[config.mk]
export PLATFORM = sky130hd
export DESIGN_NAME = id_ex_pipeline_reg_flat
export DESIGN_NICKNAME = d
export VERILOG_FILES = /design/src/rtl/id_ex_pipeline_reg_pkg.sv /design/src/rtl/id_ex_pipeline_reg_if.sv /design/src/rtl/id_ex_pipeline_reg_op_refresh.sv /design/src/rtl/id_ex_pipeline_reg.sv /design/src/flat_wrapper.sv
export SDC_FILE = /design/constraint.sdc
export NUM_CORES = 1
export LEC_CHECK = 0
export ABC_AREA = 1
export BUFFER_PORTS_ARGS = -buffer_cell sky130_fd_sc_hd__buf_2
export CAP_MARGIN = 20
export CORE_AREA = 2 2 152 154
export CTS_BUF_LIST = sky130_fd_sc_hd__clkbuf_4 sky130_fd_sc_hd__clkbuf_8
export DETAILED_ROUTE_END_ITERATION = 12
export DIE_AREA = 0 0 154 156
export MAX_ROUTING_LAYER = met4
export PLACE_DENSITY = 0.79
export SLEW_MARGIN = 10
export SYNTH_ARGS = -nofsm -noshare
export SYNTH_HDL_FRONTEND = slang
export SYNTH_SLANG_ARGS = --single-unit
[constraint.sdc]
create_clock -name clk -period 2.8 [get_ports clk]
set_clock_uncertainty 0.15 [all_clocks]
set_input_delay 0.56 -clock clk [delete_from_list [all_inputs] [get_ports clk]]
set_output_delay 0.56 -clock clk [all_outputs]
set_load 0.01 [all_outputs]
[src/rtl/id_ex_pipeline_reg_pkg.sv]
// Core-wide decode/execute definitions: datapath widths, control-word bit
// positions and the bubble encoding shared by the ID/EX pipeline register.
package id_ex_pipeline_reg_pkg;

  localparam int XLEN   = 32;
  localparam int CTRL_W = 16;

  localparam int CTRL_REG_WR_EN = 0;
  localparam int CTRL_MEM_RD    = 1;
  localparam int CTRL_MEM_WR    = 2;
  localparam int CTRL_BRANCH    = 3;
  localparam int CTRL_JUMP      = 4;

  localparam logic [CTRL_W-1:0] BUBBLE_CTRL = '0;

  typedef struct packed {
    logic              valid;
    logic [XLEN-1:0]   pc;
    logic [XLEN-1:0]   op1;
    logic [XLEN-1:0]   op2;
    logic [XLEN-1:0]   imm;
    logic [4:0]        rs1Addr;
    logic [4:0]        rs2Addr;
    logic [4:0]        rdAddr;
    logic [CTRL_W-1:0] ctrl;
  } ex_bundle_t;

  localparam ex_bundle_t BUBBLE_BUNDLE = '{
    valid:   1'b0,
    pc:      '0,
    op1:     '0,
    op2:     '0,
    imm:     '0,
    rs1Addr: '0,
    rs2Addr: '0,
    rdAddr:  '0,
    ctrl:    BUBBLE_CTRL
  };

  // x0 is hardwired to zero, so a writeback to it must never look like a hit.
  function automatic logic wbHits(input logic wrEn, input logic [4:0] wrAddr,
                                  input logic [4:0] rsAddr);
    return wrEn && (wrAddr != 5'd0) && (wrAddr == rsAddr);
  endfunction

endpackage

[src/rtl/id_ex_pipeline_reg_if.sv]
// Decode-to-execute bus: the decode bundle, writeback snoop and the
// registered execute-stage view, with master (decode side) and slave (register) modports.
interface id_ex_pipeline_reg_if;
  import id_ex_pipeline_reg_pkg::*;

  logic              stall;
  logic              flush;
  logic              id_valid;
  logic [XLEN-1:0]   id_pc;
  logic [XLEN-1:0]   id_op1;
  logic [XLEN-1:0]   id_op2;
  logic [XLEN-1:0]   id_imm;
  logic [4:0]        id_rs1_addr;
  logic [4:0]        id_rs2_addr;
  logic [4:0]        id_rd_addr;
  logic [CTRL_W-1:0] id_ctrl;
  logic              wb_wr_en;
  logic [4:0]        wb_wr_addr;
  logic [XLEN-1:0]   wb_wr_data;

  logic              ex_valid;
  logic [XLEN-1:0]   ex_pc;
  logic [XLEN-1:0]   ex_op1;
  logic [XLEN-1:0]   ex_op2;
  logic [XLEN-1:0]   ex_imm;
  logic [4:0]        ex_rs1_addr;
  logic [4:0]        ex_rs2_addr;
  logic [4:0]        ex_rd_addr;
  logic [CTRL_W-1:0] ex_ctrl;
  logic [31:0]       stall_cnt;

  modport master (
    output stall, flush, id_valid, id_pc, id_op1, id_op2, id_imm,
           id_rs1_addr, id_rs2_addr, id_rd_addr, id_ctrl,
           wb_wr_en, wb_wr_addr, wb_wr_data,
    input  ex_valid, ex_pc, ex_op1, ex_op2, ex_imm,
           ex_rs1_addr, ex_rs2_addr, ex_rd_addr, ex_ctrl, stall_cnt
  );

  modport slave (
    input  stall, flush, id_valid, id_pc, id_op1, id_op2, id_imm,
           id_rs1_addr, id_rs2_addr, id_rd_addr, id_ctrl,
           wb_wr_en, wb_wr_addr, wb_wr_data,
    output ex_valid, ex_pc, ex_op1, ex_op2, ex_imm,
           ex_rs1_addr, ex_rs2_addr, ex_rd_addr, ex_ctrl, stall_cnt
  );

endinterface

[src/rtl/id_ex_pipeline_reg_op_refresh.sv]
// Next value for one held operand: picks up a matching writeback so a
// stalled instruction does not execute with a stale register value.
module op_refresh
  import id_ex_pipeline_reg_pkg::*;
(
  input  logic [XLEN-1:0] i_heldVal,
  input  logic [4:0]      i_heldAddr,
  input  logic            i_valid,
  input  logic            i_wbWrEn,
  input  logic [4:0]      i_wbWrAddr,
  input  logic [XLEN-1:0] i_wbWrData,
  output logic [XLEN-1:0] o_nextVal
);

  logic w_hit;

  assign w_hit     = i_valid && wbHits(i_wbWrEn, i_wbWrAddr, i_heldAddr);
  assign o_nextVal = w_hit ? i_wbWrData : i_heldVal;

endmodule

[src/rtl/id_ex_pipeline_reg.sv]
// ID/EX pipeline register with stall hold, flush bubble, writeback refresh
// of held operands, and a saturating stall-cycle counter.
module id_ex_pipeline_reg
  import id_ex_pipeline_reg_pkg::*;
(
  input logic                 clk,
  input logic                 rst,
  id_ex_pipeline_reg_if.slave bus
);

  ex_bundle_t      r_ex;
  logic [31:0]     r_stallCnt;
  ex_bundle_t      w_idBundle;
  logic [XLEN-1:0] w_op1Next;
  logic [XLEN-1:0] w_op2Next;

  assign w_idBundle = '{
    valid:   1'b1,
    pc:      bus.id_pc,
    op1:     bus.id_op1,
    op2:     bus.id_op2,
    imm:     bus.id_imm,
    rs1Addr: bus.id_rs1_addr,
    rs2Addr: bus.id_rs2_addr,
    rdAddr:  bus.id_rd_addr,
    ctrl:    bus.id_ctrl
  };

  op_refresh u_refreshOp1 (
    .i_heldVal  (r_ex.op1),
    .i_heldAddr (r_ex.rs1Addr),
    .i_valid    (r_ex.valid),
    .i_wbWrEn   (bus.wb_wr_en),
    .i_wbWrAddr (bus.wb_wr_addr),
    .i_wbWrData (bus.wb_wr_data),
    .o_nextVal  (w_op1Next)
  );

  op_refresh u_refreshOp2 (
    .i_heldVal  (r_ex.op2),
    .i_heldAddr (r_ex.rs2Addr),
    .i_valid    (r_ex.valid),
    .i_wbWrEn   (bus.wb_wr_en),
    .i_wbWrAddr (bus.wb_wr_addr),
    .i_wbWrData (bus.wb_wr_data),
    .o_nextVal  (w_op2Next)
  );

  // Priority rst > flush > stall > load; a load with id_valid low is a bubble.
  always_ff @(posedge clk) begin
    if (rst) begin
      r_ex       <= BUBBLE_BUNDLE;
      r_stallCnt <= '0;
    end else if (bus.flush) begin
      r_ex <= BUBBLE_BUNDLE;
    end else if (bus.stall) begin
      r_ex.op1 <= w_op1Next;
      r_ex.op2 <= w_op2Next;
      if (r_ex.valid && (r_stallCnt != 32'hFFFF_FFFF)) begin
        r_stallCnt <= r_stallCnt + 32'd1;
      end
    end else if (!bus.id_valid) begin
      r_ex <= BUBBLE_BUNDLE;
    end else begin
      r_ex <= w_idBundle;
    end
  end

  assign bus.ex_valid    = r_ex.valid;
  assign bus.ex_pc       = r_ex.pc;
  assign bus.ex_op1      = r_ex.op1;
  assign bus.ex_op2      = r_ex.op2;
  assign bus.ex_imm      = r_ex.imm;
  assign bus.ex_rs1_addr = r_ex.rs1Addr;
  assign bus.ex_rs2_addr = r_ex.rs2Addr;
  assign bus.ex_rd_addr  = r_ex.rdAddr;
  assign bus.ex_ctrl     = r_ex.ctrl;
  assign bus.stall_cnt   = r_stallCnt;

endmodule

[src/flat_wrapper.sv]
// flat-port wrapper written by rule: the top's interface ports become plain ports
module id_ex_pipeline_reg_flat import id_ex_pipeline_reg_pkg::*;
  (clk, rst, bus_stall, bus_flush, bus_id_valid, bus_id_pc, bus_id_op1, bus_id_op2, bus_id_imm, bus_id_rs1_addr, bus_id_rs2_addr, bus_id_rd_addr, bus_id_ctrl, bus_wb_wr_en, bus_wb_wr_addr, bus_wb_wr_data, bus_ex_valid, bus_ex_pc, bus_ex_op1, bus_ex_op2, bus_ex_imm, bus_ex_rs1_addr, bus_ex_rs2_addr, bus_ex_rd_addr, bus_ex_ctrl, bus_stall_cnt);
  id_ex_pipeline_reg_if bus_i ();
  input logic clk;
  input logic rst;
  input wire logic [$bits(bus_i.stall)-1:0] bus_stall;
  input wire logic [$bits(bus_i.flush)-1:0] bus_flush;
  input wire logic [$bits(bus_i.id_valid)-1:0] bus_id_valid;
  input wire logic [$bits(bus_i.id_pc)-1:0] bus_id_pc;
  input wire logic [$bits(bus_i.id_op1)-1:0] bus_id_op1;
  input wire logic [$bits(bus_i.id_op2)-1:0] bus_id_op2;
  input wire logic [$bits(bus_i.id_imm)-1:0] bus_id_imm;
  input wire logic [$bits(bus_i.id_rs1_addr)-1:0] bus_id_rs1_addr;
  input wire logic [$bits(bus_i.id_rs2_addr)-1:0] bus_id_rs2_addr;
  input wire logic [$bits(bus_i.id_rd_addr)-1:0] bus_id_rd_addr;
  input wire logic [$bits(bus_i.id_ctrl)-1:0] bus_id_ctrl;
  input wire logic [$bits(bus_i.wb_wr_en)-1:0] bus_wb_wr_en;
  input wire logic [$bits(bus_i.wb_wr_addr)-1:0] bus_wb_wr_addr;
  input wire logic [$bits(bus_i.wb_wr_data)-1:0] bus_wb_wr_data;
  output wire logic [$bits(bus_i.ex_valid)-1:0] bus_ex_valid;
  output wire logic [$bits(bus_i.ex_pc)-1:0] bus_ex_pc;
  output wire logic [$bits(bus_i.ex_op1)-1:0] bus_ex_op1;
  output wire logic [$bits(bus_i.ex_op2)-1:0] bus_ex_op2;
  output wire logic [$bits(bus_i.ex_imm)-1:0] bus_ex_imm;
  output wire logic [$bits(bus_i.ex_rs1_addr)-1:0] bus_ex_rs1_addr;
  output wire logic [$bits(bus_i.ex_rs2_addr)-1:0] bus_ex_rs2_addr;
  output wire logic [$bits(bus_i.ex_rd_addr)-1:0] bus_ex_rd_addr;
  output wire logic [$bits(bus_i.ex_ctrl)-1:0] bus_ex_ctrl;
  output wire logic [$bits(bus_i.stall_cnt)-1:0] bus_stall_cnt;
  assign bus_i.stall = bus_stall;
  assign bus_i.flush = bus_flush;
  assign bus_i.id_valid = bus_id_valid;
  assign bus_i.id_pc = bus_id_pc;
  assign bus_i.id_op1 = bus_id_op1;
  assign bus_i.id_op2 = bus_id_op2;
  assign bus_i.id_imm = bus_id_imm;
  assign bus_i.id_rs1_addr = bus_id_rs1_addr;
  assign bus_i.id_rs2_addr = bus_id_rs2_addr;
  assign bus_i.id_rd_addr = bus_id_rd_addr;
  assign bus_i.id_ctrl = bus_id_ctrl;
  assign bus_i.wb_wr_en = bus_wb_wr_en;
  assign bus_i.wb_wr_addr = bus_wb_wr_addr;
  assign bus_i.wb_wr_data = bus_wb_wr_data;
  assign bus_ex_valid = bus_i.ex_valid;
  assign bus_ex_pc = bus_i.ex_pc;
  assign bus_ex_op1 = bus_i.ex_op1;
  assign bus_ex_op2 = bus_i.ex_op2;
  assign bus_ex_imm = bus_i.ex_imm;
  assign bus_ex_rs1_addr = bus_i.ex_rs1_addr;
  assign bus_ex_rs2_addr = bus_i.ex_rs2_addr;
  assign bus_ex_rd_addr = bus_i.ex_rd_addr;
  assign bus_ex_ctrl = bus_i.ex_ctrl;
  assign bus_stall_cnt = bus_i.stall_cnt;
  id_ex_pipeline_reg u_core (.clk(clk), .rst(rst), .bus(bus_i));
endmodule
==> impl_metrics.py <==
metrics = {
    "cts": {
        "holdBufCountCts": 0,
        "clk_latency_ns": 0.48,
        "cts-buffers-inserted": 17,
        "clk_pin_slew_ns": 0.12,
        "ctsRootBufferMaster": "clkbuf_8",
        "clockBufferDepth": 2,
        "cts_tree": "built",
        "cts_max_level": 4,
        "cts_setup_buffers": 0,
        "clkSinkCount": 192,
        "postCtsResizedCells": 0,
    },
    "timing": {
        "fin_crit_sh": 0.8295,
        "setup_tns_ns": 0,
        "worst_slew_pin_slew_ns": 1.061,
        "max_slew_margin": 0.2923,
        "timing.fmax_mhz": 430.6,
        "hold_viol_final": 0,
        "setup_violations": 0,
        "rsz0062_at_grt": "no",
        "drv_slew": 0,
        "hold_ws_ns": 0.1608,
        "period_minus_slack_ns": 2.323,
    },
    "detailed_routing": {
        "firstDrtPassIters": 6,
        "wire_per_inst_um": 14.90,
        "drc": 0,
        "vias": 10160,
        "wl_um": 30430,
        "vias_per_cell": 4.973,
        "drt-initial-drc-count": 826,
        "antenna_left": 0,
    },
    "floorplanning": {
        "row_count": 55,
        "die_width_um": 154,
        "initial_utilization": 0.4101,
        "die-height_um": 156,
        "core_um2": 22370,
        "ioPinCount": 394,
        "die_area_um2": 24020,
    },
    "synth": {
        "ys_warn_count": 0,
        "yosys.area.top_type": "dfxtp_1",
        "syn-instance-count": 1399,
        "syn_avg_cell_area_um2": 6.557,
        "ys_types": 32,
        "yosys.area.top_type_share": 0.4190,
        "synthTopCellsByArea": "dfxtp_1 42%, nand2_1 19%, a21oi_1 9.4%",
        "synthesis.area_um2": 9173,
        "syn-num-nets": 1602,
        "synth_seq_area_share": 0.4190,
        "ys_seq_elements": 192,
    },
    "cells_and_area": {
        "area_delta_synth_final_pct": 27.95,
        "drive_gt1_frac": 0.2769,
        "utilization": 0.5248,
        "final_nets": 1945,
        "nFillCells": 2219,
    },
    "placed_design": {
        "place_congestion": 0.9415,
        "io_buffers": 393,
        "dp_hpwl_um": 22270,
    },
    "global_routing": {
        "grt_use_total": 0.2499,
        "first_global_vias": 9293,
        "grt_start_max_net_pins": 224,
        "grt_overflow": 0,
        "antenna_found_initial": 3,
        "grt_first_pass_wirelength_um": 46980,
    },
    "min_path": {
        "hp-class": "in -> reg",
        "min_from": "bus_id_pc[1]",
    },
    "power": {
        "peakVddDrop_v": 0.0002431,
        "p_leak_nw": 5.473,
        "power_density_nw_per_um2": 455.1,
    },
    "critical_path": {
        "end_kind": "flop",
        "rr_startpoint": "u_core.bus.stall_cnt[0]$_SDFFE_PP0P_",
        "cp.arrival_ns": 2.57,
        "start_kind": "flop",
        "cp_max_fo": 18,
        "crit_required_ns": 3.05,
        "startpoint": "u_core.bus.stall_cnt[0]$_SDFFE_PP0P_",
        "crit_type": "reg -> reg",
        "r2r_setup_slack_ns": 0.48,
    },
    "outcome": {
        "status": "complete, no violations",
    },
    "run": {
        "drv_cap": 0,
    },
}
==> layout by cell type (no fill, tap or decap), drive strengths merged, types with 2 or more instances in the layout <==
master    count
nand3        88
diode         3
clkbuf       18
clkinvlp      2
nand4         3
clkinv        6
xor2          5
o21ai        72
a21oi       186
dfxtp       192
xnor2        11
inv         133
nand3b       13
buf         411
nor3          3
nor2        132
nand2       476
==> metrics by stage <==
| step | worst slack (ns) | power [mW] | instance area, um^2 | instances |
|---|---|---|---|---|
| 2_1_floorplan | 0.8748 | 3.256 | 9173 | 1399 |
| 3_3_place_gp | 0.5972 | 3.572 | 11340 | 2008 |
| 3_5_place_dp | 0.5339 | 3.583 | 11340 | 2008 |
| 4_1_cts | 0.4875 | 5.375 | 11730 | 2040 |
| 5_1_grt | 0.3297 | 5.577 | 11740 | 2043 |
| 6_report | 0.4775 | 5.342 | 11740 | 2043 |
==> area by class of cell <==
class | instances | area [um^2] | area share
clock buffer | 18 | 241.5 | 0.02058
multi-input combinational | 993 | 4478 | 0.3816
timing repair buffer | 411 | 2183 | 0.1860
tap | 285 | 356.6 | 0.03038
clock inverter | 14 | 146.4 | 0.01247
antenna | 3 | 7.507 | 0.0006397
inverter | 127 | 479.2 | 0.04083
sequential | 192 | 3844 | 0.3275
==> critical path, cell delays in order (launching register included) <==
cell,delay [ns]
dfxtp_1,0.42
ha_1,0.28
inv_2,0.08
nor2_4,0.15
nand2_4,0.10
nor2_8,0.14
nand3_4,0.19
nand2_4,0.25
buf_4,0.26
nand2_1,0.09
a21oi_2,0.13
==> kinds of logic after synthesis <==
group                      Yosys count  share of synthesized area
xor gates and xnor gates            16                    0.01528
adders and majority gates            1                   0.001364
DFF                                192                     0.4190
and+or+nand+nor                    717                     0.3230
buffers and inverters              214                    0.09439
AOI/OAI and AO/OA                  259                     0.1469
==> sequential cells by signal, indices dropped and copies added (netlist names) <==
name,cells
u_core.bus.ex_ctrl,16
u_core.bus.ex_imm,32
u_core.bus.ex_op1,32
u_core.bus.ex_op2,32
u_core.bus.ex_pc,32
u_core.bus.ex_rd_addr,5
u_core.bus.ex_rs1_addr,5
u_core.bus.ex_rs2_addr,5
u_core.bus.ex_valid,1
u_core.bus.stall_cnt,32
==> power breakdown <==
part           internal [mW]  total, mW  leakage, nW  switching [mW]
combinational          0.276      0.689         3.72           0.412
sequential              2.80       2.83         1.56          0.0374
clock                  0.674       1.82        0.192            1.15
==> synth_stat cells (all sizes together) <==
master / number
nor2: 132
nand3b: 13
ha: 1
or2: 1
inv: 126
o211ai: 1
and2: 1
clkinv: 1
nand2: 476
clkbuf: 48
xor2: 5
o21ai: 72
nand4: 3
a21oi: 186
dfxtp: 192
nor3: 3
xnor2: 11
buf: 39
nand3: 88
==> layer usage <==
metal	share of wire	wire length [um]	GRT usage	vias to the layer above
met2	0.49	14860	0.4279	467
met3	0.074	2251	0.04611	58
li1	-	-	-	5091
met1	0.41	12450	0.2933	4544
met5	0	0	-	-
met4	0.029	874	0.09301	0
==> worst paths after layout <==
path | end | depth (start not counted)
setup / recovery | u_core.bus.stall_cnt[25]$_SDFFE_PP0P_ | 10
hold / removal | u_core.bus.ex_pc[1]$_SDFFE_PP0N_ | 3
setup reg to reg | u_core.bus.stall_cnt[25]$_SDFFE_PP0P_ | 10
hold reg to reg | u_core.bus.ex_pc[9]$_SDFFE_PP0N_ | 2
No activity file was read; power rests on OpenSTA's default activity.
